File: config.mk
export PLATFORM = sky130hd
export DESIGN_NAME = param_sequence_detect
export DESIGN_NICKNAME = d
export VERILOG_FILES = /design/src/rtl/seq_det_pkg.sv /design/src/rtl/seq_det_sat_cnt.sv /design/src/rtl/param_sequence_detect.sv
export SDC_FILE = /design/constraint.sdc
export NUM_CORES = 1
export LEC_CHECK = 0
export CAP_MARGIN = 20
export CORE_MARGIN = 5
export CORE_UTILIZATION = 30
export CTS_BUF_LIST = sky130_fd_sc_hd__clkbuf_4 sky130_fd_sc_hd__clkbuf_8 sky130_fd_sc_hd__clkbuf_16
export DETAILED_ROUTE_END_ITERATION = 8
export DONT_BUFFER_PORTS = 1
export GPL_TIMING_DRIVEN = 0
export MAX_ROUTING_LAYER = met4
export PLACE_DENSITY_LB_ADDON = 0.15
export SLEW_MARGIN = 10
export SYNTH_ARGS = -nofsm -noshare
export SYNTH_HDL_FRONTEND = slang
export SYNTH_HIERARCHICAL = 1
export SYNTH_SLANG_ARGS = --single-unit
File: constraint.sdc
create_clock -name clk -period 1.4 [get_ports clk]
set_input_delay 0.35 -clock clk [delete_from_list [all_inputs] [get_ports clk]]
set_output_delay 0.35 -clock clk [all_outputs]
set_load 0.05 [all_outputs]
File: src/rtl/seq_det_pkg.sv
// Shared types and limits for the serial pattern detector.
package seq_det_pkg;

  typedef enum logic {
    MODE_FRAMED  = 1'b0,
    MODE_SLIDING = 1'b1
  } seq_mode_e;

  localparam int unsigned SEQ_W_MAX = 32;

endpackage

File: src/rtl/seq_det_sat_cnt.sv
// Saturating up-counter; clear wins over increment, holds at all-ones.
module seq_det_sat_cnt #(
  parameter int unsigned CNT_W = 8
) (
  input  logic             clk,
  input  logic             rst,
  input  logic             clr,
  input  logic             inc,
  output logic [CNT_W-1:0] cnt
);

  localparam logic [CNT_W-1:0] CNT_MAX = {CNT_W{1'b1}};

  always_ff @(posedge clk) begin
    if (rst || clr) begin
      cnt <= '0;
    end else if (inc && (cnt != CNT_MAX)) begin
      cnt <= cnt + CNT_W'(1);
    end
  end

endmodule

File: src/rtl/param_sequence_detect.sv
// Serial pattern detector with framed and sliding compare modes.
// Define SEQ_DET_CNT_EN to build the saturating hit/miss counters.
module param_sequence_detect
  import seq_det_pkg::*;
#(
  parameter int unsigned SEQ_W = 6,
  parameter int unsigned CNT_W = 8
) (
  input  logic             clk,
  input  logic             rst,
  input  logic             data_valid,
  input  logic             data,
  input  logic             mode,
  input  logic [SEQ_W-1:0] cfg_pattern,
  input  logic             cnt_clr,
  output logic             match,
  output logic             not_match,
  output logic [CNT_W-1:0] hit_cnt,
  output logic [CNT_W-1:0] miss_cnt
);

  localparam int unsigned BC_W = (SEQ_W > 1) ? $clog2(SEQ_W) : 1;
  localparam logic [BC_W-1:0] LAST_BIT = BC_W'(SEQ_W - 1);

  logic [SEQ_W-1:0] sr, sr_d, sr_next;
  logic [BC_W-1:0]  bit_cnt, bit_cnt_d;
  logic [BC_W-1:0]  fill, fill_d;
  seq_mode_e        mode_q, mode_in;
  logic             match_d, not_match_d;
  logic             hit;

  assign mode_in = seq_mode_e'(mode);
  assign sr_next = {sr[SEQ_W-2:0], data};
  assign hit     = (sr_next == cfg_pattern);

  // A mode change restarts framing/fill; that cycle's bit is shifted but not counted.
  always_comb begin
    sr_d        = sr;
    bit_cnt_d   = bit_cnt;
    fill_d      = fill;
    match_d     = 1'b0;
    not_match_d = 1'b0;
    if (data_valid) begin
      sr_d = sr_next;
    end
    if (mode_in != mode_q) begin
      bit_cnt_d = '0;
      fill_d    = '0;
    end else if (data_valid) begin
      if (mode_q == MODE_FRAMED) begin
        if (bit_cnt == LAST_BIT) begin
          bit_cnt_d   = '0;
          match_d     = hit;
          not_match_d = ~hit;
        end else begin
          bit_cnt_d = bit_cnt + BC_W'(1);
        end
      end else begin
        if (fill == LAST_BIT) begin
          match_d = hit;
        end else begin
          fill_d = fill + BC_W'(1);
        end
      end
    end
  end

  always_ff @(posedge clk) begin
    if (rst) begin
      sr        <= '0;
      bit_cnt   <= '0;
      fill      <= '0;
      mode_q    <= mode_in;
      match     <= 1'b0;
      not_match <= 1'b0;
    end else begin
      sr        <= sr_d;
      bit_cnt   <= bit_cnt_d;
      fill      <= fill_d;
      mode_q    <= mode_in;
      match     <= match_d;
      not_match <= not_match_d;
    end
  end

`ifdef SEQ_DET_CNT_EN
  seq_det_sat_cnt #(.CNT_W(CNT_W)) u_hit_cnt (
    .clk (clk),
    .rst (rst),
    .clr (cnt_clr),
    .inc (match),
    .cnt (hit_cnt)
  );

  seq_det_sat_cnt #(.CNT_W(CNT_W)) u_miss_cnt (
    .clk (clk),
    .rst (rst),
    .clr (cnt_clr),
    .inc (not_match),
    .cnt (miss_cnt)
  );
`else
  logic unused_cnt_clr;
  assign unused_cnt_clr = cnt_clr;
  assign hit_cnt        = '0;
  assign miss_cnt       = '0;
`endif

endmodule
* Word-level counts from Yosys, hierarchy flattened
Cells that the tools add are included.
Cells by class: $add $sub $neg 2, multiply operators 0, divide/modulo/power cells 0, $lt $le $gt $ge 0, eq/ne operators 4, shift-type cells 0, multiplexer cells 4, bitwise operators 5, reductions and logical operators 5
Operators with widths (number):
- 3-bit by 1-bit adder with 3-bit output (second input constant) | 2
- 3-bit == test (second input constant) | 2
- 6-bit == test | 1
- 1-bit inverter | 5
- 5-bit OR reduction | 1
- 1-bit 2-to-1 mux | 3
- 3-bit 2-to-1 mux | 1
- 3-bit AND reduction | 1
- 3-bit OR reduction | 1
- 2-bit AND reduction | 1
- 2-bit OR reduction | 1
- 1-bit inequality test | 1
Word-level totals: bits in registers 14, bits in latches 0, memory bits (writable) 0, bits in read-only memories 0, input port bits 12, output and inout port bits 18, word-level logic and storage cells 26, memories 0

* Longest topological paths before layout
depth in word-level cells 3, depth in mapped cells 5, gate-level depth less buffers 5

* Least setup slack after synthesis
OpenSTA, ideal clock, no wires.
path kind flip-flop to flip-flop, from register fill[1], to register fill[0], library setup time 0.070 ns, data arrival time 1.165 ns, data required time 1.330 ns, slack 0.165 ns, stages on the path, launching flop included 6, buffers on the path 0, clock period less this slack 1.235 ns, path through dfxtp_1 -> inv_1 -> ha_1 -> and2_1 -> or3_1 -> a21oi_1
On the way: longest elaborated chain between the ends 3
RTL lines:
- from (decl) | line param_sequence_detect.sv:27 | logic [BC_W-1:0] fill, fill_d;
- from (signal assigned) | line param_sequence_detect.sv:79 | fill <= fill_d;
- 3-bit == test | line param_sequence_detect.sv:59 | if (fill == LAST_BIT) begin
- 1-bit inverter (no source line)
- 3-bit AND reduction (no source line)
No other way between the ends. A chain may end at the register's enable or synchronous reset.

* Final worst setup path
from register fill[1], to register fill[1]
On the way: longest elaborated chain between the ends 3, elaborated cells on any way between the ends 4, classes of those cells add/sub (1); eq/ne (1); bitwise (1); reduce/logical (1)
RTL lines (line):
- 3-bit == test | param_sequence_detect.sv:59
- 1-bit inverter (no source line)
- 3-bit AND reduction (no source line)
Parallel ways exist; a longest one is shown, timed or not.

==> results.toml <==
[status]
outcome = "finished, final reports clean"

[setup_path]
rrSetupSlack_ns = 0.08
critPathRequiredTime_ns = 1.62
critPathMaxFanout = 5
cp-end-kind = "register"
r2r_end = "fill[1]$_SDFFE_PP0P_"
crit_end = "fill[1]$_SDFFE_PP0P_"
arrival_ns = 1.54
setup.worst_path.start = "fill[1]$_SDFFE_PP0P_"
start_kind = "register"
crit_type = "register to register"
r2r_cells = 5
regToRegStartpoint = "fill[1]$_SDFFE_PP0P_"

[placed_design]
port_buffers = 0
pre_cts_ws_ns = 0.0827
hpwlAfterDp_um = 1050
placed_cells_incl_taps = 128
dpl_cell_area_um2 = 875
gp_congestion = 0.675

[floorplanning]
core_um2 = 2480
die_area_um2 = 3720
start_util = 0.315
die_w_um = 61.0
rows = 18
num_io_pins = 30
chipHeight_um = 61.0

[worst_hold_path]
hp-class = "input pin to register"
hold_path_depth = 0

[logic_synthesis]
ys_ff_latch = 14
yosysWarnings = 6
yosys-top-cells-area = "dfxtp_1, buf_4, xnor2_1"
synth_top_area_cell = "dfxtp_1"
synth_cells = 83
synth_most_common_cell = "buf_4"
avgSynthCellArea_um2 = 9.41
async_flop_share = 0
yosysSeqAreaShare = 0.359
ys_top_cells_by_count = "buf_4, dfxtp_1, xnor2_1, mux2i_1, nor2_1"
ys.flop_type = "dfxtp_1"
netlist.area_leader.share = 0.359
synth.distinct_cells = 25
synth_edf_count = 0
synthesis.area_um2 = 781

[layout]
drive_above_1_share = 0.255
fin_nets = 117
antenna_cells = 0
syn_to_final_growth_pct = 17.9
fin_area_um2 = 921
instances_no_fill = 132

[timing]
drv_slew = 0
setup_viol = 0
max_freq_mhz = 759
fin_worst_skew_ns = 0.00888
period_share = 0.940
final.setup.worst_slack_ns = 0.0833
fin_tns_setup_ns = 0
finalCriticalPeriod_ns = 1.32
holdWs_ns = 0.0821
report.final.hold_viol_count = 0
rsz0062_at_grt = "no"

[clock_network]
cts_tree = "built"
post_cts_buffers = 0
ctsHoldBuffers = 0
cts.sinks = 14
htreeDepth = 1
cts_buffers = 3
clkTransAtPathRegs_ns = 0.09
cts_root_buf = "clkbuf_4"
clk_latency_ns = 0.28
cts.repair.resized = 0
cts_buffer_depth = 2

[detailed_routing]
wl_per_cell_um = 9.67
vias_per_cell = 4.05
wl_um = 1280
post-route-drc-count = 0
firstDrtPassIters = 4
ant_nets = 0
drt-initial-drc-count = 1
vias = 534

[global_route]
grt_use_total = 0.0806
grt_pass1_wl_um = 2070
gr-total-overflow = 0
grt_max_degree = 10
grt_pass1_vias = 515
antenna_found_initial = 0

[power_and_ir_drop]
ir_worst_vdd_uv = 834
leakagePower_nw = 0.413
p_per_area_nw_per_um2 = 974

[run]
max_cap_violations = 0
-- kinds of logic after synthesis --
group           synth area share
fa+ha+maj                 0.0320
compound gates            0.0737
buf+inv                    0.178
simple gates               0.186
flops                      0.359
other cells              0.00480
mux                       0.0769
xor+xnor                  0.0897
-- worst max-delay path, cell delays in order (launching register included) --
cell,delay [ns]
dfxtp_2,0.35
inv_1,0.04
ha_1,0.18
and2_1,0.20
or3_4,0.37
a21oi_2,0.11
-- cells in the final DEF, fill, tap and decap left out, types with 2 or more instances in the layout --
cell type / n
a21oi_1: 3
a21oi_2: 2
buf_4: 16
clkbuf_4: 3
conb_1: 16
dfxtp_1: 13
ha_1: 2
inv_1: 2
mux2i_1: 6
nand2_1: 4
nor2_1: 6
nor2b_1: 2
o21ai_0: 2
or3_1: 3
xnor2_1: 8
-- layer usage --
| metal | up-vias | track usage | share of wire |
|---|---|---|---|
| li1 | 284 | - | - |
| met1 | 231 | 0.0862 | 0.41 |
| met2 | 19 | 0.130 | 0.49 |
| met3 | 0 | 0.0461 | 0.098 |
| met4 | 0 | 0.0186 | 0 |
| met5 | - | - | 0 |
-- how the worst min path moves through the flow --
stage | from | end | slack (ns)
after floorplan | mode | mode_q$_DFF_P_ | 0.38
after CTS | mode | mode_q$_DFF_P_ | 0.07
after detailed placement | mode | mode_q$_DFF_P_ | 0.38
after global routing | mode | mode_q$_DFF_P_ | 0.06
final | mode | mode_q$_DFF_P_ | 0.08
after global placement | mode | mode_q$_DFF_P_ | 0.38
-- cell type report --
class                   count  area (µm²)
multi-input cells          65         427
flip-flops and latches     14         282
fillers                   273        1560
clock buffers               4        36.3
inverters                   2        7.51
well taps                  30        37.5
plain buffers              17         131
-- flip-flops by register name, summed over array words and instances, names as in the netlist --
signal	flops
match	1
mode_q	1
not_match	1
bit_cnt	3
fill	3
sr	5
-- stage by stage --
step / power [W] / util
floorplan: 0.000601 / -
finish: 0.000897 / 0.372
CTS: 0.000911 / 0.368
detailed placement: 0.000611 / 0.353
global placement: 0.000610 / 0.353
global route: 0.000946 / 0.372
-- report_power, final --
part / switching [W] / internal [W] / leakage (nW) / total, W
Combinational: 0.000127 / 0.0000623 / 0.278 / 0.000189
Clock: 0.000135 / 0.000158 / 0.0210 / 0.000294
Sequential: 0.00000868 / 0.000406 / 0.114 / 0.000415
Power figures use the tool's default switching activity.
